$ cat src/rtl/adc_sched_pkg.sv
// Shared types and default widths for the ADC sample scheduler.
package adc_sched_pkg;

    localparam int DATA_W = 12;
    localparam int CH_W   = 5;

    typedef enum logic [1:0] {
        IDLE  = 2'd0,
        ISSUE = 2'd1,
        WAIT  = 2'd2
    } state_e;

endpackage

$ cat src/rtl/adc_tick_gen.sv
// Sample-rate divider: one-cycle tick every SAMPLE_DIV clocks while enabled.
module adc_tick_gen #(
    parameter int unsigned SAMPLE_DIV = 6250
) (
    input  logic clk,
    input  logic rst_ni,
    input  logic enable_i,
    output logic tick_o
);

    localparam int CNT_W = $clog2(SAMPLE_DIV);
    localparam logic [CNT_W-1:0] CNT_LAST = CNT_W'(SAMPLE_DIV - 1);

    logic [CNT_W-1:0] cnt_q, cnt_d;

    assign tick_o = enable_i && (cnt_q == CNT_LAST);

    always_comb begin
        if (!enable_i || tick_o) begin
            cnt_d = '0;
        end else begin
            cnt_d = cnt_q + 1'b1;
        end
    end

    // NOTE: state registers use non-blocking assignments so every flop samples pre-edge values.
    always_ff @(posedge clk or negedge rst_ni) begin
        if (!rst_ni) begin
            cnt_q <= '0;
        end else begin
            cnt_q <= cnt_d;
        end
    end

endmodule

$ cat src/rtl/adc_sample_sched.sv
// Periodic ADC sample scheduler: issues one sequencer command per tick and
// captures the matching response, with timeout and dropped-tick accounting.
module adc_sample_sched #(
    parameter int unsigned SAMPLE_DIV  = 6250,
    parameter int unsigned TIMEOUT_CYC = 1024,
    parameter int          DATA_W      = adc_sched_pkg::DATA_W,
    parameter int          CH_W        = adc_sched_pkg::CH_W
) (
    input  logic              clk,
    input  logic              rst_ni,
    input  logic              enable_i,
    input  logic [CH_W-1:0]   channel_i,
    output logic              cmd_valid_o,
    output logic              cmd_sop_o,
    output logic              cmd_eop_o,
    output logic [CH_W-1:0]   cmd_channel_o,
    input  logic              cmd_ready_i,
    input  logic              rsp_valid_i,
    input  logic [CH_W-1:0]   rsp_channel_i,
    input  logic [DATA_W-1:0] rsp_data_i,
    output logic              sample_valid_o,
    output logic [DATA_W-1:0] sample_data_o,
    output logic [CH_W-1:0]   sample_channel_o,
    output logic              timeout_o,
    output logic              busy_o,
    output logic [15:0]       overrun_cnt_o
);

    import adc_sched_pkg::state_e;
    import adc_sched_pkg::IDLE;
    import adc_sched_pkg::ISSUE;
    import adc_sched_pkg::WAIT;

    localparam int TMO_W = $clog2(TIMEOUT_CYC + 1);
    localparam logic [TMO_W-1:0] TMO_LAST = TMO_W'(TIMEOUT_CYC - 1);

    state_e            state_q, state_d;
    logic [CH_W-1:0]   ch_q, ch_d;
    logic [TMO_W-1:0]  tmo_q, tmo_d;
    logic [15:0]       ovr_q, ovr_d;
    logic              smp_valid_q, smp_valid_d;
    logic [DATA_W-1:0] smp_data_q, smp_data_d;
    logic [CH_W-1:0]   smp_ch_q, smp_ch_d;
    logic              timeout_q, timeout_d;
    logic              tick;
    logic              expired;
    logic              rsp_match;

    adc_tick_gen #(
        .SAMPLE_DIV (SAMPLE_DIV)
    ) u_tick_gen (
        .clk      (clk),
        .rst_ni   (rst_ni),
        .enable_i (enable_i),
        .tick_o   (tick)
    );

    assign expired   = (tmo_q == TMO_LAST);
    assign rsp_match = rsp_valid_i && (rsp_channel_i == ch_q);

    // NOTE: every variable gets a default at the top so no path infers a latch.
    always_comb begin
        state_d     = state_q;
        ch_d        = ch_q;
        tmo_d       = tmo_q;
        ovr_d       = ovr_q;
        smp_valid_d = 1'b0;
        smp_data_d  = smp_data_q;
        smp_ch_d    = smp_ch_q;
        timeout_d   = 1'b0;

        if (tick && (state_q != IDLE) && (ovr_q != 16'hFFFF)) begin
            ovr_d = ovr_q + 16'd1;
        end

        unique case (state_q)
            IDLE: begin
                if (tick) begin
                    state_d = ISSUE;
                    ch_d    = channel_i;
                    tmo_d   = '0;
                end
            end
            ISSUE: begin
                tmo_d = tmo_q + 1'b1;
                if (expired) begin
                    state_d   = IDLE;
                    timeout_d = 1'b1;
                end else if (cmd_ready_i) begin
                    state_d = WAIT;
                end
            end
            WAIT: begin
                tmo_d = tmo_q + 1'b1;
                // A matching response beats a simultaneous timeout.
                if (rsp_match) begin
                    state_d     = IDLE;
                    smp_valid_d = 1'b1;
                    smp_data_d  = rsp_data_i;
                    smp_ch_d    = rsp_channel_i;
                end else if (expired) begin
                    state_d   = IDLE;
                    timeout_d = 1'b1;
                end
            end
            default: state_d = IDLE;
        endcase
    end

    always_ff @(posedge clk or negedge rst_ni) begin
        if (!rst_ni) begin
            state_q     <= IDLE;
            ch_q        <= '0;
            tmo_q       <= '0;
            ovr_q       <= '0;
            smp_valid_q <= 1'b0;
            smp_data_q  <= '0;
            smp_ch_q    <= '0;
            timeout_q   <= 1'b0;
        end else begin
            state_q     <= state_d;
            ch_q        <= ch_d;
            tmo_q       <= tmo_d;
            ovr_q       <= ovr_d;
            smp_valid_q <= smp_valid_d;
            smp_data_q  <= smp_data_d;
            smp_ch_q    <= smp_ch_d;
            timeout_q   <= timeout_d;
        end
    end

    // Command strobes decode straight from state so reset clears them at once.
    assign cmd_valid_o      = (state_q == ISSUE);
    assign cmd_sop_o        = (state_q == ISSUE);
    assign cmd_eop_o        = (state_q == ISSUE);
    assign cmd_channel_o    = (state_q == ISSUE) ? ch_q : '0;
    assign busy_o           = (state_q != IDLE);
    assign sample_valid_o   = smp_valid_q;
    assign sample_data_o    = smp_data_q;
    assign sample_channel_o = smp_ch_q;
    assign timeout_o        = timeout_q;
    assign overrun_cnt_o    = ovr_q;

endmodule

$ cat config.mk
export PLATFORM = sky130hd
export DESIGN_NAME = adc_sample_sched
export DESIGN_NICKNAME = d
export VERILOG_FILES = /design/src/rtl/adc_sched_pkg.sv /design/src/rtl/adc_tick_gen.sv /design/src/rtl/adc_sample_sched.sv
export SDC_FILE = /design/constraint.sdc
export NUM_CORES = 1
export LEC_CHECK = 0
export ABC_AREA = 0
export CAP_MARGIN = 20
export CORE_UTILIZATION = 40
export CTS_CLUSTER_SIZE = 8
export DETAILED_ROUTE_END_ITERATION = 16
export HOLD_SLACK_MARGIN = 0.08
export PLACE_DENSITY = 0.66
export REMOVE_ABC_BUFFERS = 1
export SYNTH_ARGS = -nofsm -noshare
export SYNTH_HDL_FRONTEND = slang
export SYNTH_SLANG_ARGS = --single-unit
export TNS_END_PERCENT = 30
$ cat constraint.sdc
create_clock -name clk -period 4.1 [get_ports clk]
set_input_delay 1.23 -clock clk [delete_from_list [all_inputs] [get_ports clk]]
set_output_delay 1.23 -clock clk [all_outputs]
set_load 0.005 [all_outputs]
### Yosys cells after proc, flatten, opt, wreduce, memory -nomap -nowiden

Cells that the tools add are included.

* $add $sub $neg: 3
* eq/ne operators: 9
* multiplexer cells: 15
* reductions and logical operators: 14

Operators with widths (count)
* case mux 11 bit (2 select lines): 1
* adder 16 x 1 -> 16 bit, second input constant: 1
* != test 16 bit, second input constant: 1
* adder 13 x 1 -> 13 bit, second input constant: 1
* equality test 13 bit, second input constant: 1
* 2-to-1 mux 13 bit: 1
* adder 11 x 1 -> 11 bit, second input constant: 1
* equality test 11 x 10 -> 1 bit, second input constant: 1
* 2-to-1 mux 11 bit: 1
* 2-to-1 mux 2 bit: 5
* case mux 2 bit (3 select lines): 1
* AND reduction 2 bit: 3
* equality test 5 bit: 1
* 2-to-1 mux 5 bit: 1
* logical AND 1 bit: 4
* 2-to-1 mux 1 bit: 4
* nonzero test 2 bit: 2
* != test 3 x 1 -> 1 bit, second input constant: 1
* != test 3 bit, second input constant: 1
* AND reduction 3 bit: 1
* equality test 2 x 1 -> 1 bit, second input constant: 1
* equality test 2 bit, second input constant: 1
* zero test 2 bit: 1
* != test 2 bit, second input constant: 1
* 4 further kinds: 4

* bits in registers: 66
* input bits: 27
* output and inout port bits: 44
* logic and storage cells: 50

### Depth between registers and ports, before layout

Gate-level depths: netlist of the first run.

* word-level depth: 4
* mapped depth: 9
* gate-level depth less buffers: 7

### By module

From an unflattened synthesis of the first run, not the netlist that was laid out.

* cells, all modules: 293
* area total of the unflattened synthesis: 3260.6 µm²

Modules (own cells, without submodules)
* adc_sample_sched: instances 1, cells each 223, area an instance 2577.5 µm², seq. area each 1326.3 µm²
* adc_tick_gen: instances 1, cells each 70, area an instance 683.2 µm², seq. area each 325.3 µm²

### Least setup slack after synthesis of the first run

Ideal clock, no wire load.

* path kind: input-to-reg
* start point: input rsp_channel_i[2]
* end point: register smp_ch_q[0] (netlist: sample_channel_o[0])
* setup time: 0.125 ns
* arrival time: 2.308 ns
* data required time: 3.975 ns
* path slack: 1.668 ns
* stages on the path: 6
* path buffers: 1
* cell sequence: xnor2_1 -> nand4_1 -> nor2_1 -> nand2_1 -> buf_2 -> mux2_2

* word-level cells in the longest chain between the ends: 3

RTL lines
* start, declared: line adc_sample_sched.sv:19 `input logic [CH_W-1:0] rsp_channel_i,`
* equality test 5 bit: line adc_sample_sched.sv:59 `assign rsp_match = rsp_valid_i && (rsp_channel_i == ch_q);`
* logical AND 1 bit: line adc_sample_sched.sv:59
* AND reduction 2 bit (no source line)
* end signal, assigned: line adc_sample_sched.sv:127 `smp_ch_q <= smp_ch_d;`
* end, declared: line adc_sample_sched.sv:43 `logic [CH_W-1:0] smp_ch_q, smp_ch_d;`

Every way passes these cells.
A chain may end at the register's enable or synchronous reset.

### Worst setup path in the final report of the first run

* start point: register state_q[1]
* end point: output cmd_channel_o[4]

* word-level cells in the longest chain between the ends: 2

RTL lines
* start, declared: line adc_sample_sched.sv:37 `state_e state_q, state_d;`
* start signal, assigned: line adc_sample_sched.sv:121 `state_q <= state_d;`
* equality test 2 x 1 -> 1 bit: line adc_sample_sched.sv:136 `assign cmd_channel_o = (state_q == ISSUE) ? ch_q : '0;`
* 2-to-1 mux 5 bit: line adc_sample_sched.sv:136
* end, declared: line adc_sample_sched.sv:16 `output logic [CH_W-1:0] cmd_channel_o,`

Every way passes these cells.

==> summary.txt, run 1 <==
Power and ir drop
  • LEAKAGE: 0.00192 µW
  • PD cells: just over 300 mW/mm²
  • Final total power: 1320 µW
  • Peak VDD IR: 200 µV

Detailed routing
  • Drt drc: 0
  • Antenna violation net count after detailed routing: 0
  • Initial DRC Count: 137
  • WL final: 6.89 mm
  • Via-to-Cell Ratio: 5.19
  • Drt first pass iters: 5
  • Routed length per placed instance: ~15 µm
  • Vias: 2432

Worst setup path
  • CP peak stage delay: 0.51 ns
  • Crit path cell chain: inv_1, ha_1, and2_1, clkdlybuf4s50_1
  • Crit. End Element: output pin
  • Startpoint types: flop
  • Setup Crit Path Kind: flop to output pin
  • CP max stage cell: clkdlybuf4s50_1
  • Worst Path Required: between 2 and 3 ns
  • WP data arrival: 1.95 ns
  • Delay-heaviest family, CP: buffers and inverters
  • CP bufs+invs: 2
  • Critical Path Fanout Max: 11

Logic synthesis
  • Mapped cell area: 0.00325 mm²
  • Primary FF master, synth: dfrtp_1
  • Gate Count Post-Synth: 288
  • Post-synth cell types: 40
  • Synth Register Bits: 66
  • Syn Area/Cell: around 11 µm²
  • Post-synthesis async set-or-reset flop share: 100%
  • Register area share after synthesis: 50.8%
  • Synth Warn #: 0
  • Post-synth EDFFs: 0

STA
  • Clock Skews: 0.0116 ns
  • Setup WS post-layout: 0.920 ns
  • Slew at the pin closest to its max-slew limit: 0.742 ns
  • Clock period minus worst slack: between 3 and 4 ns
  • Fmax: 314 MHz
  • Setup violators final: 0
  • Slew Viols, Final: 0
  • Final Hold Fails: 0
  • Fin crit share: 77.6%
  • Relative max-transition margin: 50.4%
  • RSZ-0062 raised after global routing: no
  • Setup TNS: 0 ns

Global route
  • Vias in the first global route: 2559
  • Grt ovf: 0
  • Largest net degree at the start of global routing: 33
  • Global-route wire length before repair: 11.8 mm
  • GRT Total Usage: 17.5%
  • Initial antenna violation count: 0

Final layout
  • Fin util: 54.7%
  • Layout area overhead: 31.3%
  • Fillers: 696
  • Share of cells above drive strength 1: 13.9%
  • Leading cell type in the layout, fill and taps excluded: clkdlybuf4s50_1
  • Antenna Cells: 0
  • Most frequent cells in the layout: clkdlybuf4s50_1 (69), dfrtp_1 (66), mux2_2 (27), nand2_1 (21), xnor2_1 (18)
  • Nets: about 400

Clocking
  • CTS resizes: 0
  • Worst skew pair latency: 0.34 ns
  • Postcts setup bufs: 0
  • Clock-pin slew on the worst setup and hold paths: 0.07 ns
  • TritonCTS clock tree: done
  • Clk sink count: 66
  • Root buf cell: clkbuf_8
  • Post-CTS Hold Fix Bufs: 0
  • TritonCTS buffer count: 9
  • Htree depth: 3
  • Max Buffers Root-to-Sink: 2

Placement
  • Post-DP HPWL: 4.82 mm
  • DP Worst Slack: about 0.9 ns
  • Routability cong.: 0.766
  • IO buf count: 70

Floorplanning
  • Row count: 32
  • Core area: 0.00781 mm²
  • Die Width: 92.2 µm
  • Die H: 92.2 µm
  • Die area: 0.00850 mm²
  • Initial Util: 41.7%
  • IO Pins: 71

Worst hold path
  • Hold Crit Class: flop to flop

Status
  • Status: completed

Flow run
  • Number of max-cap violations: 0
==> registers in the layout, indices dropped and copies added, names as in the netlist <==
| signal | flops |
|---|---|
| u_tick_gen.cnt_q | 13 |
| overrun_cnt_o | 16 |
| sample_data_o | 12 |
| state_q | 2 |
| timeout_o | 1 |
| tmo_q | 11 |
| ch_q | 5 |
| sample_channel_o | 5 |
| sample_valid_o | 1 |
==> cell families after synthesis <==
kind of cell	Yosys count	synth area share [%]
adder cells (fa/ha/maj)	8	3.08
buffers and inverters	16	2.42
flip-flops	66	50.8
XOR/XNOR	26	7.00
AND/OR/NAND/NOR	107	18.5
multiplexers	30	10.3
AO/OA/AOI/OAI	35	7.92
==> worst reg2reg max path: cells and delay by family (launching register included) <==
family / cells / cell delay (ns)
mux: 1 / 0.41
flops: 1 / 0.41
fa+ha+maj: 1 / 0.13
simple gates: 2 / 0.48
compound gates: 1 / 0.58
buf+inv: 1 / 0.07
==> power by group <==
| part | internal (µW) | switching (µW) |
|---|---|---|
| clock | 360 | 258 |
| sequential | 653 | 2.84 |
| combinational | 27.0 | 23.2 |
| total | 1040 | 284 |
==> final timing paths <==
path                                      from  slack, ns  cells past startpoint                  end
max                                 state_q[1]       0.92                      4     cmd_channel_o[4]
min                          overrun_cnt_o[12]       0.50                      1    overrun_cnt_o[12]
max reg2reg                u_tick_gen.cnt_q[1]       1.91                      6     overrun_cnt_o[1]
min reg2reg                  overrun_cnt_o[12]       0.50                      1    overrun_cnt_o[12]
max in group asynchronous               rst_ni       2.35                      2  u_tick_gen.cnt_q[4]
min in group asynchronous               rst_ni       0.96                      1    overrun_cnt_o[15]
==> per-stage QoR <==
| step | area [µm²] | cells | hold slack [ns] |
|---|---|---|---|
| floorplan | 3200 | 278 | 0.481 |
| global placement | 4040 | 453 | 0.488 |
| detailed placement | 4040 | 453 | 0.493 |
| CTS | 4270 | 469 | 0.508 |
| global route | 4270 | 469 | 0.530 |
| finish | 4270 | 469 | 0.502 |
==> per-layer routing <==
metal	up-vias	share of wire, %	global-route usage [%]
met1	1203	46	22.8
met2	46	49	28.4
met4	0	1.3	5.86
met5	-	0	0
met3	8	3.4	4.56
li1	1175	-	-
==> synthesized netlist by cell type, types with 3 or more instances <==
cell type | instances | share of area, %
clkbuf_1 | 4 | 0.46
dfrtp_1 | 66 | 51
nand3_1 | 16 | 2.5
and2_1 | 6 | 1.2
xnor2_1 | 18 | 4.8
or3_1 | 4 | 0.77
nor3_1 | 10 | 1.5
nand2_1 | 21 | 2.4
o21ai_0 | 7 | 1.1
nand2b_1 | 3 | 0.58
xor2_1 | 8 | 2.2
and4_1 | 4 | 1.1
nand4_1 | 9 | 1.7
mux2_2 | 27 | 9.3
buf_2 | 3 | 0.46
a21o_1 | 7 | 1.6
mux2i_1 | 3 | 0.92
ha_1 | 8 | 3.1
and3_1 | 7 | 1.3
a22o_1 | 8 | 2.2
inv_1 | 6 | 0.69
nor2_1 | 17 | 2.0
a21oi_1 | 5 | 0.77
==> final cells by class <==
class / instances / area [µm²] / share of cell area (%)
Clock inverter: 6 / 90.1 / 2.11
Tap cell: 102 / 128 / 2.99
Sequential cell: 66 / 1650 / 38.7
Clock buffer: 10 / 138 / 3.22
Multi-Input combinational cell: 206 / 1520 / 35.7
Inverter: 6 / 22.5 / 0.527
Timing Repair Buffer: 73 / 718 / 16.8
Power figures use the tool's default switching activity.
==> inputs of run 2 (changes only) <==
Clock period 4.1 ns to 3.3 ns, I/O delays scaled along.
==> run 2 against run 1 <==
  * Worst setup slack worse by 0.54 ns
  * Critical path depth unchanged
  * Combinational power up 25%
  * Clock skew about the same
  * Sequential share of layout area about the same
  * Global-route usage down 0.25 points
  * Sequential power up 24%
  * Routed wire length down 2.5%
  * Flip-flop and latch count unchanged
  * Power up 19%
  * Non-clock buffer count up 2
  * First-iteration DRC count down 26%
  * Critical path type unchanged
==> summary.txt, run 2 (synthesis results as in run 1) <==
Status
  • Status: completed

STA
  • Fin crit share: 88.6%
  • Fmax: ~340 MHz
  • Slew at the pin closest to its max-slew limit: 0.687 ns (-0.0548 ns)
  • Setup violators final: 0 (unchanged)
  • Relative max-transition margin: 53.9% (+3.5 points)
  • Final Hold Fails: 0 (unchanged)
  • Setup TNS: 0 ns (unchanged)
  • Clock Skews: 0.0120 ns (+0.000378 ns)
  • Slew Viols, Final: 0 (unchanged)
  • Hold Slack: 0.501 ns (-0.00133 ns)
  • Clock period minus worst slack: 2.92 ns
  • RSZ-0062 raised after global routing: no

Global route
  • Initial antenna violation count: 0 (unchanged)
  • Largest net degree at the start of global routing: 46 (+39%)
  • Vias in the first global route: 2404 (-6.1%)
  • GRT Total Usage: 17.3% (-0.25 points)
  • Global-route wire length before repair: 11.6 mm (-1.9%)
  • Grt ovf: 0 (unchanged)

Final layout
  • Fin util: 54.7% (about the same)
  • Fin area: 0.00427 mm² (about the same)
  • Fillers: 710 (+2.0%)
  • Share of cells above drive strength 1: 14.1% (+0.20 points)
  • Layout area overhead: 31.4% (about the same)
  • Leading cell type in the layout, fill and taps excluded: clkdlybuf4s50_1
  • Largest register FFs: 16 (unchanged)
  • Most frequent cells in the layout: clkdlybuf4s50_1 (69), dfrtp_1 (66), mux2_2 (27), nand2_1 (21), xnor2_1 (18)
  • Nets: 399 (+0.50%)
  • Antenna Cells: 0 (unchanged)

Floorplanning
  • Die H: 92.2 µm (unchanged)
  • Initial Util: 41.7% (unchanged)
  • Core area: 0.00781 mm² (unchanged)
  • Row count: 32 (unchanged)
  • Die Width: 92.2 µm (unchanged)
  • IO Pins: 71 (unchanged)
  • Die area: 0.00850 mm² (unchanged)

Worst setup path
  • WP data arrival: 1.93 ns (-0.02 ns)
  • Reg2reg path depth: 6 (unchanged)
  • Crit. End Element: output pin
  • Startpoint types: flop
  • Critical Path Fanout Max: 11 (unchanged)
  • Setup Crit Path Kind: flop to output pin
  • Worst Path Required: 2.31 ns (-0.56 ns)

Placement
  • Post-DP HPWL: 4.64 mm (-3.9%)
  • IO buf count: 70 (unchanged)
  • Dpl cell area: 0.00407 mm² (+0.68%)
  • Routability cong.: 0.756 (-1.4%)

Clocking
  • Worst skew pair latency: 0.34 ns (about the same)
  • Htree depth: 3 (unchanged)
  • Clk sink count: 66 (unchanged)
  • Post-CTS Hold Fix Bufs: 0 (unchanged)
  • TritonCTS buffer count: 9 (unchanged)
  • Root buf cell: clkbuf_8
  • Max Buffers Root-to-Sink: 2 (unchanged)
  • CTS resizes: 0 (unchanged)
  • TritonCTS clock tree: done
  • Postcts setup bufs: 0 (unchanged)
  • Clock-pin slew on the worst setup and hold paths: 0.08 ns (about the same)

Detailed routing
  • Drt first pass iters: 4 (-1)
  • WL final: 6.71 mm (-2.5%)
  • Drt drc: 0 (unchanged)
  • Vias: 2411 (-0.86%)
  • Initial DRC Count: 102 (-26%)
  • Via-to-Cell Ratio: 5.12 (-1.3%)
  • Antenna violation net count after detailed routing: 0 (unchanged)
  • Routed length per placed instance: 14.3 µm (-3.0%)

Worst hold path
  • Hold Crit Class: flop to flop
  • Hold depth: 1 (unchanged)

Power and ir drop
  • PD cells: 368 mW/mm² (+19%)
  • LEAKAGE: 0.00192 µW (-0.21%)
  • Final total power: 1570 µW (+19%)
  • Peak VDD IR: 189 µV (-5.7%)

Flow run
  • Number of max-cap violations: 0 (unchanged)
==> run 2: through the flow <==
step / setup WS, ns / std cells
3_5_place_dp: 0.478 / 455
3_3_place_gp: 0.493 / 455
5_1_grt: 0.238 / 471
4_1_cts: 0.338 / 471
6_report: 0.378 / 471
2_1_floorplan: 1.13 / 278
==> run 2: path summary, 6_finish.rpt <==
| kind | from | endpoint | slack (ns) |
|---|---|---|---|
| worst min-delay path | overrun_cnt_o[5] | overrun_cnt_o[5] | 0.50 |
| min in group asynchronous | rst_ni | overrun_cnt_o[0] | 0.60 |
| worst min register to register | overrun_cnt_o[5] | overrun_cnt_o[5] | 0.50 |
| worst max-delay path | state_q[1] | cmd_channel_o[1] | 0.38 |
| max in group asynchronous | rst_ni | tmo_q[10] | 2.07 |
| worst max register to register | u_tick_gen.cnt_q[1] | overrun_cnt_o[1] | 1.16 |
==> run 2: critical path, cell delays in order, from the launching register on <==
cell and delay [ns]:
dfrtp_1 0.41, inv_1 0.13, ha_1 0.36, and2_1 0.18
clkdlybuf4s50_1 0.51
==> run 2: area by class of cell <==
class | count | area, µm² | share of cell area [%]
flip-flops and latches | 66 | 1650 | 38.6
multi-input cells | 206 | 1520 | 35.6
repair buffers | 75 | 746 | 17.4
clock buffers | 11 | 141 | 3.31
well taps | 102 | 128 | 2.99
clock inverters | 5 | 62.6 | 1.46
inverters | 6 | 22.5 | 0.527
==> run 2: power breakdown <==
| part | leakage [µW] | internal (µW) | switching, µW |
|---|---|---|---|
| registers | 0.000910 | 811 | 3.59 |
| clock network | 0.0000962 | 374 | 324 |
| logic | 0.000915 | 34.5 | 28.3 |
| total | 0.00192 | 1220 | 355 |
==> run 2: layer usage <==
metal,vias to the layer above,share of wire (%),global-route usage (%)
met1,1168,45,22.6
met3,12,4.3,4.15
met5,-,0,0
li1,1183,-,-
met4,0,1.8,7.81
met2,48,48,27.1
